$ cat src/rtl/prog_loader_pkg.sv
// Shared types and default geometry for the program loader.
package prog_loader_pkg;

    localparam int unsigned DEPTH_DEF = 16;
    localparam int unsigned AW_DEF    = 4;
    localparam int unsigned DW_DEF    = 8;

    typedef enum logic [2:0] {
        StIdle,
        StLoad,
        StLoaded,
        StRun,
        StDone,
        StCheck,
        StErr
    } state_e;

endpackage

$ cat src/rtl/loader_fsm.sv
// Loader control FSM: state register plus next-state and output decode.
// CHECK/ERR are only entered when PROG_LOADER_CHECKSUM_EN is defined.
module loader_fsm
    import prog_loader_pkg::*;
#(
    parameter bit AUTO_RUN = 1'b1
) (
    input  logic CLK,
    input  logic RST,
    input  logic load_start,
    input  logic cpu_halt,
    input  logic full,
    input  logic chk_hs,
    input  logic chk_ok,
    output logic mode,
    output logic cpu_rst,
    output logic busy,
    output logic done,
    output logic err,
    output logic load_en,
    output logic chk_en,
    output logic clear
);

    state_e state_q, state_d;

    always_ff @(posedge CLK) begin
        if (RST) begin
            state_q <= StIdle;
        end else begin
            state_q <= state_d;
        end
    end

    always_comb begin
        state_d = state_q;
        mode    = 1'b1;
        cpu_rst = 1'b1;
        busy    = 1'b0;
        done    = 1'b0;
        err     = 1'b0;
        load_en = 1'b0;
        chk_en  = 1'b0;
        clear   = 1'b0;
        case (state_q)
            StIdle: begin
                if (load_start) begin
                    state_d = StLoad;
                    clear   = 1'b1;
                end
            end
            StLoad: begin
                busy    = 1'b1;
                load_en = 1'b1;
                if (full) begin
`ifdef PROG_LOADER_CHECKSUM_EN
                    state_d = StCheck;
`else
                    state_d = AUTO_RUN ? StRun : StLoaded;
`endif
                end
            end
            StLoaded: begin
                if (load_start) state_d = StRun;
            end
            StRun: begin
                mode    = 1'b0;
                cpu_rst = 1'b0;
                // A new load request takes priority over a halt in the same cycle.
                if (load_start) begin
                    state_d = StLoad;
                    clear   = 1'b1;
                end else if (cpu_halt) begin
                    state_d = StDone;
                end
            end
            StDone: begin
                mode    = 1'b0;
                cpu_rst = 1'b0;
                done    = 1'b1;
                if (load_start) begin
                    state_d = StLoad;
                    clear   = 1'b1;
                end
            end
            StCheck: begin
                busy   = 1'b1;
                chk_en = 1'b1;
                if (chk_hs) begin
                    if (chk_ok) state_d = AUTO_RUN ? StRun : StLoaded;
                    else        state_d = StErr;
                end
            end
            StErr: begin
`ifdef PROG_LOADER_CHECKSUM_EN
                err = 1'b1;
`endif
                if (load_start) begin
                    state_d = StLoad;
                    clear   = 1'b1;
                end
            end
            default: state_d = StIdle;
        endcase
    end

endmodule

$ cat src/rtl/prog_loader.sv
// Streams a program image into the CPU RAM programming port, then releases the CPU.
// Define PROG_LOADER_CHECKSUM_EN to require a trailing mod-256 checksum byte.
module prog_loader
    import prog_loader_pkg::*;
#(
    parameter int unsigned DEPTH    = DEPTH_DEF,
    parameter int unsigned AW       = AW_DEF,
    parameter int unsigned DW       = DW_DEF,
    parameter bit          AUTO_RUN = 1'b1
) (
    input  logic          CLK,
    input  logic          RST,
    input  logic          load_start,
    input  logic          rx_valid,
    input  logic [DW-1:0] rx_data,
    output logic          rx_ready,
    input  logic          cpu_halt,
    output logic          mode,
    output logic          wen,
    output logic [AW-1:0] addr,
    output logic [DW-1:0] instr,
    output logic          cpu_rst,
    output logic          busy,
    output logic          done,
    output logic          err
);

    // Counter is one bit wider than the address so a full image is representable.
    localparam logic [AW:0] FullCnt = (AW + 1)'(DEPTH);
    localparam logic [AW:0] OneCnt  = (AW + 1)'(1);

    logic [AW:0] count_q;
    logic        load_en, chk_en, clear, full;
    logic        hs, load_hs, chk_hs, chk_ok;

    assign full     = (count_q == FullCnt);
    assign rx_ready = (load_en & ~full) | chk_en;
    assign hs       = rx_valid & rx_ready;
    assign load_hs  = hs & load_en;
    assign chk_hs   = hs & chk_en;

    always_ff @(posedge CLK) begin
        if (RST) begin
            count_q <= '0;
            wen     <= 1'b0;
            addr    <= '0;
            instr   <= '0;
        end else begin
            wen <= load_hs;
            if (clear) begin
                count_q <= '0;
            end else if (load_hs) begin
                count_q <= count_q + OneCnt;
            end
            if (load_hs) begin
                addr  <= count_q[AW-1:0];
                instr <= rx_data;
            end
        end
    end

`ifdef PROG_LOADER_CHECKSUM_EN
    logic [7:0] sum_q;

    always_ff @(posedge CLK) begin
        if (RST || clear) begin
            sum_q <= '0;
        end else if (load_hs) begin
            sum_q <= sum_q + rx_data[7:0];
        end
    end

    assign chk_ok = (rx_data[7:0] == sum_q);
`else
    assign chk_ok = 1'b0;
`endif

    loader_fsm #(
        .AUTO_RUN(AUTO_RUN)
    ) u_fsm (
        .CLK       (CLK),
        .RST       (RST),
        .load_start(load_start),
        .cpu_halt  (cpu_halt),
        .full      (full),
        .chk_hs    (chk_hs),
        .chk_ok    (chk_ok),
        .mode      (mode),
        .cpu_rst   (cpu_rst),
        .busy      (busy),
        .done      (done),
        .err       (err),
        .load_en   (load_en),
        .chk_en    (chk_en),
        .clear     (clear)
    );

endmodule

$ cat config.mk
export PLATFORM = sky130hd
export DESIGN_NAME = prog_loader
export DESIGN_NICKNAME = d
export VERILOG_FILES = /design/src/rtl/prog_loader_pkg.sv /design/src/rtl/loader_fsm.sv /design/src/rtl/prog_loader.sv
export SDC_FILE = /design/constraint.sdc
export NUM_CORES = 1
export LEC_CHECK = 0
export CAP_MARGIN = 0
export CORE_MARGIN = 2
export CORE_UTILIZATION = 47
export DETAILED_ROUTE_END_ITERATION = 8
export GPL_TIMING_DRIVEN = 0
export PLACE_DENSITY_LB_ADDON = 0.2
export SYNTH_ARGS = -nofsm -noshare
export SYNTH_HDL_FRONTEND = slang
export SYNTH_HIERARCHICAL = 1
export SYNTH_SLANG_ARGS = --single-unit
$ cat constraint.sdc
create_clock -name CLK -period 2.1 [get_ports CLK]
set_input_delay 0.42 -clock CLK [delete_from_list [all_inputs] [get_ports CLK]]
set_output_delay 0.42 -clock CLK [all_outputs]
set_load 0.02 [all_outputs]
==> results of run 1 <==
-- tightest hold or removal path, delay by kind of cell, from the launching register on --
family             cells  cell delay [ns]
and+or+nand+nor        1             0.06
DFF                    1             0.33
AOI/OAI and AO/OA      1             0.05
-- cells in the mapped netlist (2+ instances only) --
master | count | area share, %
inv_1 | 4 | 1.3
o21ai_0 | 4 | 1.7
clkbuf_1 | 2 | 0.64
nand4b_1 | 2 | 1.5
mux2i_1 | 12 | 10
dfxtp_1 | 21 | 36
nor3b_2 | 2 | 2.1
a21o_1 | 2 | 1.3
buf_4 | 3 | 1.9
o21ai_1 | 2 | 0.85
nand2b_1 | 22 | 12
nor2_1 | 2 | 0.64
and2_1 | 2 | 1.1
or3_1 | 2 | 1.1
conb_1 | 2 | 0.64
a21oi_1 | 6 | 2.6
ha_1 | 2 | 2.1
nor3b_1 | 2 | 1.3
nand3_1 | 2 | 0.85
nand2_1 | 8 | 2.6
buf_6 | 3 | 2.9
-- report_power, final --
part	internal (W)	switching, W
Sequential	0.000408	0.00000564
Combinational	0.0000720	0.0000618
Clock	0.0000740	0.000121
-- final cells by class --
type,count,area [um2],area share (%)
Buffer,9,83.83,5.447
Timing Repair Buffer,30,295.3,19.19
Inverter,4,15.01,0.9756
Sequential cell,21,420.4,27.32
Clock buffer,4,26.28,1.707
Multi-Input combinational cell,92,660.6,42.93
Tap cell,30,37.54,2.439
-- layer usage --
| layer | global-route usage, % | wire length (um) | vias to the layer above |
|---|---|---|---|
| li1 | - | - | 489 |
| met1 | 19.22 | 1011 | 484 |
| met2 | 35.98 | 1386 | 19 |
| met3 | 2.778 | 73 | 4 |
| met4 | 6.838 | 34 | 0 |
| met5 | 0 | 0 | - |
-- flip-flops by register name (all words and copies together) (netlist names) --
| signal | count |
|---|---|
| count_q | 5 |
| wen | 1 |
| u_fsm/state_q | 3 |
| addr | 4 |
| instr | 8 |
-- metrics by stage --
step | std cells | hold WS [ns] | worst slack (ns) | area (um2)
detailed placement | 186 | 0.4599 | 0.1342 | 1518
floorplan | 126 | 0.4767 | 0.4342 | 1180
finish | 190 | 0.4787 | 0.07788 | 1539
global route | 190 | 0.5035 | 0.005420 | 1539
global placement | 186 | 0.4539 | 0.1538 | 1518
CTS | 190 | 0.4790 | 0.01277 | 1540
-- logic make-up (layout without fill, tap and decap cells) --
| kind of cell | after synthesis | count (layout) | share of synthesized area [%] |
|---|---|---|---|
| simple gates | 53 | 53 | 30.74 |
| flops | 21 | 21 | 35.86 |
| buf+inv | 13 | 47 | 8.431 |
| xor+xnor | 1 | 1 | 0.7472 |
| mux | 13 | 13 | 11.53 |
| other cells | 2 | 4 | 0.6406 |
| fa+ha+maj | 2 | 2 | 2.134 |
| compound gates | 19 | 19 | 9.926 |
-- worst paths after layout --
kind                                  from                 endpoint  slack, ns  cells after the start
max          u_fsm/state_q[0]$_SDFFE_PP0P_                     busy       0.08                      3
min                   addr[3]$_SDFFE_PP0P_     addr[3]$_SDFFE_PP0P_       0.48                      2
max reg2reg  u_fsm/state_q[0]$_SDFFE_PP0P_  count_q[4]$_SDFFE_PP0P_       0.39                      6
min reg2reg           addr[3]$_SDFFE_PP0P_     addr[3]$_SDFFE_PP0P_       0.48                      2
-- what timing repair did --
item	in CTS	in global routing
setup endpoints to repair	3	2
gates resized for setup	3	3
hold buffers	0	0
==> metrics, run 1 <==
outcome finished, final reports clean; share of cells above drive strength 1 13.13%; H-tree levels 1; endpoints failing setup 0; IO Pins 32; worst vdd ir slightly above 300 uV; Crit-path slowest cell clkdlybuf4s50_1; EDFF count, synth 0; post-synthesis sequential area ratio 35.86%; Tcrit/Tclk final 96.29%; CP Capture Type output pin; wire length of the first global-routing pass between 3 and 4 mm; Yosys reg bits 21; Nets roughly 180; initial core utilization 48.65%; detailed-route DRC error count 0; dpl hpwl ~2.0 mm; ANT cells 0; Crit path buffers/inverters 2; PortBufs 30; initial DRC count 9; Worst-path clk slew between 0.1 and 0.15 ns; First-pass DRT Iterations 4; Max Freq roughly 500 MHz; Core Area ~2400 um2; CP required roughly 1.7 ns; cell chain of the critical path buf_6 -> nor2b_2 -> clkdlybuf4s50_1; Worst path max stage delay between 0.6 and 0.7 ns; pwr/cell area between 400 and 500 nW/um2; clock latency on the worst-skew pair ~0.30 ns; delay-heaviest family, CP buffers and inverters; most used flip-flop cell after synthesis dfxtp_1; area of the die between 2000 and 3000 um2; Worst Skew around 0.0039 ns; RSZ-0062 raised after global routing no; crit path time final 2.022 ns; total wire length between 2 and 3 mm; min-delay worst type register to register; leakage between 0.5 and 0.6 nW; P&R area growth vs syn 31.27%; vias in the first global route about 900; routability cong. 0.7062; max-slew violations 0; unique cell type count in the Yosys netlist 38; Fillers between 200 and 250; leading cell type in the layout, fill and taps excluded clkdlybuf4s50_1; DIE WIDTH 53.95 um; WL per Instance between 10 and 15 um; Core Util, Final between 60 and 70%; CTS root buf clkbuf_4; Hold Vio Cnt, Final 0; antenna violations before repair 0; setup TNS 0 ns; kind of critical path register to output pin; Cell Area, Synth about 1200 um2; Mapped Avg Cell Area ~9.5 um2; yosys warns 6; Startpoint Class register; clock sink count 21; die span in y around 54 um; maxcap violations 0; via count ~1,000; fraction of registers with async set/reset 0%; crit-path max FO 10; Arr. time, crit path about 1.6 ns; CTS tree done; Bufs on Longest Clock Path 2; vias per cell 5.242; Gate Count Post-Synth 124; GRT Total Usage between 10% and 20%; total CTS buffers 3; DRT antenna net count 0; Post-CTS Setup Bufs 0; total power between 0.0007 and 0.0008 W; commonest cells after routing, fill and taps aside clkdlybuf4s50_1, nand2b_1, dfxtp_1, mux2i_1, nand2_1; largest net degree at the start of global routing 13; grt total ovfl 0; number of cell rows 18
Note: power is estimated with default switching activity, not from simulation.
==> run 2, diff against run 1 <==
--- a/config.mk
+++ b/config.mk
@@ -7,11 +7,10 @@
 export LEC_CHECK = 0
 export CAP_MARGIN = 0
 export CORE_MARGIN = 2
-export CORE_UTILIZATION = 47
+export CORE_UTILIZATION = 45
 export DETAILED_ROUTE_END_ITERATION = 8
 export GPL_TIMING_DRIVEN = 0
 export PLACE_DENSITY_LB_ADDON = 0.2
 export SYNTH_ARGS = -nofsm -noshare
 export SYNTH_HDL_FRONTEND = slang
-export SYNTH_HIERARCHICAL = 1
 export SYNTH_SLANG_ARGS = --single-unit
==> run 2 against run 1 <==
Non-clock buffer count increased by 8. First-iteration DRC count increased to 2.6 times the previous value. Largest power group unchanged. Critical path type unchanged. Via count increased by 3.9%. Synthesized cell count decreased by 3.2%. Highest routed layer unchanged. Utilization increased by 3.0 points. Critical path depth increased by 4.
==> metrics, run 2 <==
outcome finished, final reports clean; Placement Cell Area 1361 um2; WL per Instance between 10 and 15 um; share of cells above drive strength 1 19.50%; post-route cell area between 1000 and 1500 um2; clock latency on the worst-skew pair 0.32 ns; Syn Nets between 100 and 150; WHS ~0.49 ns; ANT cells 0; Crit path buffers/inverters 3; Yosys reg bits 21; Core Area 2191 um2; cell with the most instances after synthesis dfxtp_1; unique cell type count in the Yosys netlist 31; Mapped Avg Cell Area 8.633 um2; DIE WIDTH approximately 52 um; Crit-path slowest cell dfxtp_4; max_slew headroom 63.23%; Yosys top cell area share 40.58%; total power between 0.0007 and 0.0008 W; GRT Total Usage 20.12%; Largest regs instr: 8 flops, count_q: 5 flops, addr: 4 flops; CTS tree done; via count 1,035; Worst path max stage delay approximately 0.38 ns; CTS root buf clkbuf_4; initial core utilization between 40% and 50%; fraction of registers with async set/reset 0%; final worst slack between 0.06 and 0.07 ns; most used flip-flop cell after synthesis dfxtp_1; Startpoint Class register; leading cell type in the layout, fill and taps excluded clkdlybuf4s50_1; Worst-path clk slew around 0.12 ns; delay-heaviest family, CP buffers and inverters; yosys warns 0; initial DRC count 23; min-delay worst type register to register; DRT antenna net count 0; Worst Skew roughly 0.007 ns; die span in y 51.98 um; P&R area growth vs syn 41.43%; post-synth top area cell dfxtp_1; post-synthesis sequential area ratio 40.58%; Tcrit/Tclk final 96.68%; top cells by count, synth dfxtp_1, a21oi_1, nand3_1, o21ai_1; most used cell, CP nor2_1; area of the die 2702 um2; Hold Vio Cnt, Final 0; First-pass DRT Iterations 4; Fillers approximately 190; routability cong. 0.7952; maxcap violations 0; IO Pins 32; clock sink count 21; max-slew violations 0; number of cell rows 17; pre-CTS setup slack -0.3314 ns; Max Freq 492.5 MHz; cell chain of the critical path inv_1 -> ha_2 -> nand4bb_1 -> clkbuf_8 -> nor2_1 -> nor2_1 -> buf_4; pwr/cell area around 500 nW/um2; commonest cells after routing, fill and taps aside clkdlybuf4s50_1, dfxtp_1, a21oi_1, nand3_1, o21ai_1; worst vdd ir slightly below 500 uV; wire length of the first global-routing pass 3.981 mm; Nets ~180; total wire length about 2.5 mm; Least-Margin Pin Slew between 0.5 and 0.6 ns; Biggest register instr; vias in the first global route 888; EDFF count, synth 0; largest net degree at the start of global routing 14; crit path time final 2.030 ns; leakage between 0.5 and 0.6 nW; PortBufs 29; synth top area cells dfxtp_1, a21oi_1, nand3_1; Largest register FFs 8; Worst R2R Setup Slack approximately 0.36 ns; grt total ovfl 0; Gate Count Post-Synth 120; detailed-route DRC error count 0; kind of critical path register to output pin; antenna violations before repair 0; CP Capture Type output pin; vias per cell between 5 and 6; dpl hpwl roughly 1.8 mm; CP required 1.68 ns; Cell Area, Synth roughly 1000 um2; setup TNS 0 ns; Bufs on Longest Clock Path 2; crit-path max FO 8; endpoints failing setup 0; H-tree levels 1; Arr. time, crit path ~1.6 ns; total CTS buffers 3
## run 2: logic make-up (layout without fill, tap and decap cells)
family                     Yosys count  in the layout  synth area share, %
muxes                                1              1               0.9662
AOI/OAI and AO/OA                   43             43                23.91
buffers and inverters               16             55                7.607
xor gates and xnor gates             1              1               0.8456
and+or+nand+nor                     35             35                23.31
adders and majority gates            2              2                2.415
other                                1              1               0.3620
DFF                                 21             21                40.58
## run 2: final cells by class
type	count	area [um2]	area share [%]
timing repair buffer	35	331.6	22.63
multi-input combinational	83	548.0	37.40
inverter	4	15.01	1.025
clock inverter	1	7.507	0.5124
tap	28	35.03	2.391
clock buffer	3	22.52	1.537
sequential	21	426.7	29.12
buffer	12	78.83	5.380
## run 2: final timing paths
check                           cells past startpoint               startpoint                      end
worst max register to register                      6  count_q[1]$_SDFFE_PP0P_  count_q[2]$_SDFFE_PP0P_
worst min-delay path                                2     addr[2]$_SDFFE_PP0P_     addr[2]$_SDFFE_PP0P_
worst max-delay path                                7  count_q[0]$_SDFFE_PP0P_                 rx_ready
worst min register to register                      2     addr[2]$_SDFFE_PP0P_     addr[2]$_SDFFE_PP0P_
## run 2: routing by layer
metal,global-route usage (%),up-vias,part of all wire (%)
li1,-,514,-
met1,25.50,487,45
met2,30.80,29,47
met3,7.471,5,6.2
met4,7.895,0,1.5
met5,0,-,0
## run 2: per-stage QoR
| step | std cells | utilization (%) |
|---|---|---|
| after global placement | 177 | 62.14 |
| after CTS | 181 | 64.02 |
| after detailed placement | 177 | 62.14 |
| after floorplan | 120 | - |
| after global routing | 187 | 66.88 |
| final | 187 | 66.88 |
## run 2: timing repair
item,in CTS,in global routing
setup endpoints to repair,5,5
pin swaps,0,1
resized for setup,16,10
hold buffers,0,0
buffers inserted,0,6
endpoints found under the hold margin,0,0
## run 2: power by group
part | internal (W) | switching [W]
clock | 0.0000730 | 0.000135
sequential | 0.000407 | 0.00000573
combinational | 0.0000554 | 0.0000591
## run 2: worst register-to-register path, delay by kind of cell (launching register included)
kind | cells | cell delay [ns]
flops | 1 | 0.39
buf+inv | 2 | 0.17
simple gates | 2 | 0.71
fa+ha+maj | 1 | 0.18
compound gates | 1 | 0.21
==> run 3, diff against run 2 <==
--- a/config.mk
+++ b/config.mk
@@ -7,7 +7,7 @@
 export LEC_CHECK = 0
 export CAP_MARGIN = 0
 export CORE_MARGIN = 2
-export CORE_UTILIZATION = 45
+export CORE_UTILIZATION = 25
 export DETAILED_ROUTE_END_ITERATION = 8
 export GPL_TIMING_DRIVEN = 0
 export PLACE_DENSITY_LB_ADDON = 0.2
==> run 3 against run 2 <==
Clock skew increased by 0.00087 ns. Clock-buffer cell count rose by 1. Register-to-register slack better by 0.06 ns. Largest power group unchanged. Non-clock buffer count fell by 3. Critical path type unchanged. Fmax rose by 1.1%. Worst setup slack gained 0.022 ns. Final cell count rose by 10%. Utilization is 30 points lower. Critical path depth fell by 2. Clock power increased by 32%. First-iteration DRC count shrank 52%.
==> metrics, run 3 (synthesized netlist as in run 2, its figures left out) <==
Arr. time, crit path roughly 1.6 ns; delay-heaviest family, CP buffers and inverters; Worst R2R End count_q[2]$_SDFFE_PP0P_; max_slew headroom between 60% and 70%; leakage between 0.5 and 0.6 nW; initial DRC count 11; First-pass DRT Iterations 2; Worst-path clk slew around 0.08 ns; max-slew violations 0; crit-path max FO 10; Core Util, Final roughly 37%; pre-CTS setup slack -0.3714 ns; endpoints failing setup 0; pwr/cell area 543.4 nW/um2; FF-to-FF Start count_q[0]$_SDFFE_PP0P_; share of cells above drive strength 1 between 15 and 20%; largest net degree at the start of global routing 12; DRT antenna net count 0; Biggest register instr; crit path time final between 2 and 2.5 ns; die span in y 68.38 um; worst vdd ir ~320 uV; grt total ovfl 0; wire length of the first global-routing pass 4.609 mm; initial core utilization ~26%; Worst Skew between 0.007 and 0.008 ns; leading cell type in the layout, fill and taps excluded clkdlybuf4s50_1; detailed-route DRC error count 0; WHS 0.4759 ns; CTS tree done; setup TNS 0 ns; kind of critical path register to output pin; CP required about 1.7 ns; Startpoint Class register; GRT Total Usage approximately an eighth; maxcap violations 0; routability cong. between 0.8 and 0.9; cell chain of the critical path buf_4 -> nor2b_2 -> nor2b_2 -> a21oi_1 -> dlygate4sd2_1; worst hold endpoint instr[1]$_SDFFE_PP0P_; most used cell, CP nor2b_2; antenna violations before repair 0; Nets approximately 170; Fillers just over 400; Worst R2R Setup Slack ~0.42 ns; IO Pins 32; Tcrit/Tclk final a little over nine tenths; Largest regs instr: 8 flops, count_q: 5 flops, addr: 4 flops; via count roughly 1,000; vias per cell ~4.9; Worst R2R Path Depth 5; total CTS buffers 3; hold_buf cts 0; Least-Margin Pin Slew 0.5317 ns; Worst path max stage delay ~0.36 ns; WL per Instance between 10 and 15 um; vias in the first global route roughly 1,000; dpl hpwl ~2 mm; Core Area between 4000 and 5000 um2; number of cell rows 23; P&R area growth vs syn 41.79%; hold wc startpoint instr[1]$_SDFFE_PP0P_; area of the die approximately 4700 um2; ANT cells 0; outcome finished, final reports clean; CTS root buf clkbuf_8; PortBufs 29; Bufs on Longest Clock Path 2; min-delay worst type register to register; Crit path buffers/inverters 2; final worst slack 0.09124 ns; Hold Vio Cnt, Final 0; worst hold path depth 2; commonest cells after routing, fill and taps aside clkdlybuf4s50_1, dfxtp_1, a21oi_1, nand3_1, o21ai_1; total wire length between 2 and 3 mm; Largest register FFs 8; H-tree levels 1; CP Capture Type output pin; clock latency on the worst-skew pair between 0.2 and 0.3 ns; RSZ-0062 raised after global routing no; Crit-path slowest cell dlygate4sd2_1; Max Freq 497.8 MHz; DIE WIDTH ~68 um; clock sink count 21
## run 3: metal layers
layer / track usage, % / part of all wire, %
met1: 16.13 / 46
met3: 3.947 / 5.5
met2: 21.48 / 48
met4: 3.500 / 0.37
met5: 0 / 0
## run 3: power by group
group          internal, W  leakage, nW  switching, W
Combinational    0.0000523        0.314     0.0000586
Clock             0.000136       0.0228      0.000139
Sequential        0.000408        0.171    0.00000538
## run 3: how the worst max path moves through the flow
stage | start | endpoint | depth (start not counted)
6_report | u_fsm.state_q[2]$_SDFFE_PP0P_ | cpu_rst | 5
3_5_place_dp | count_q[0]$_SDFFE_PP0P_ | rx_ready | 7
2_1_floorplan | u_fsm.state_q[2]$_SDFFE_PP0P_ | mode | 5
4_1_cts | u_fsm.state_q[0]$_SDFFE_PP0P_ | busy | 4
5_1_grt | u_fsm.state_q[2]$_SDFFE_PP0P_ | cpu_rst | 5
3_3_place_gp | count_q[0]$_SDFFE_PP0P_ | rx_ready | 7
## run 3: what timing repair did
item                       in CTS  in global routing
setup buffers                   0                  3
resized for setup              13                  6
setup endpoints to repair       4                  4
## run 3: layout make-up
type                    count  area (um2)  share of cell area (%)
multi-input cells          83       541.8                   36.88
inverters                   4       15.01                   1.022
clock buffers               4       45.04                   3.066
well taps                  50       62.56                   4.259
repair buffers             32       302.8                   20.61
plain buffers              12       78.83                   5.366
flip-flops and latches     21       422.9                   28.79
## run 3: metrics by stage
step           cell area (um2)  power (W)  std cells
2_1_floorplan             1036  0.0004794        120
3_3_place_gp              1389  0.0005334        199
4_1_cts                   1440  0.0008063        203
3_5_place_dp              1389  0.0005351        199
5_1_grt                   1469  0.0008301        206
6_report                  1469  0.0007982        206
## run 3: worst min-delay path: cells and delay by family (launching register included)
family	cells	cell delay, ns
flops	1	0.31
compound gates	2	0.12
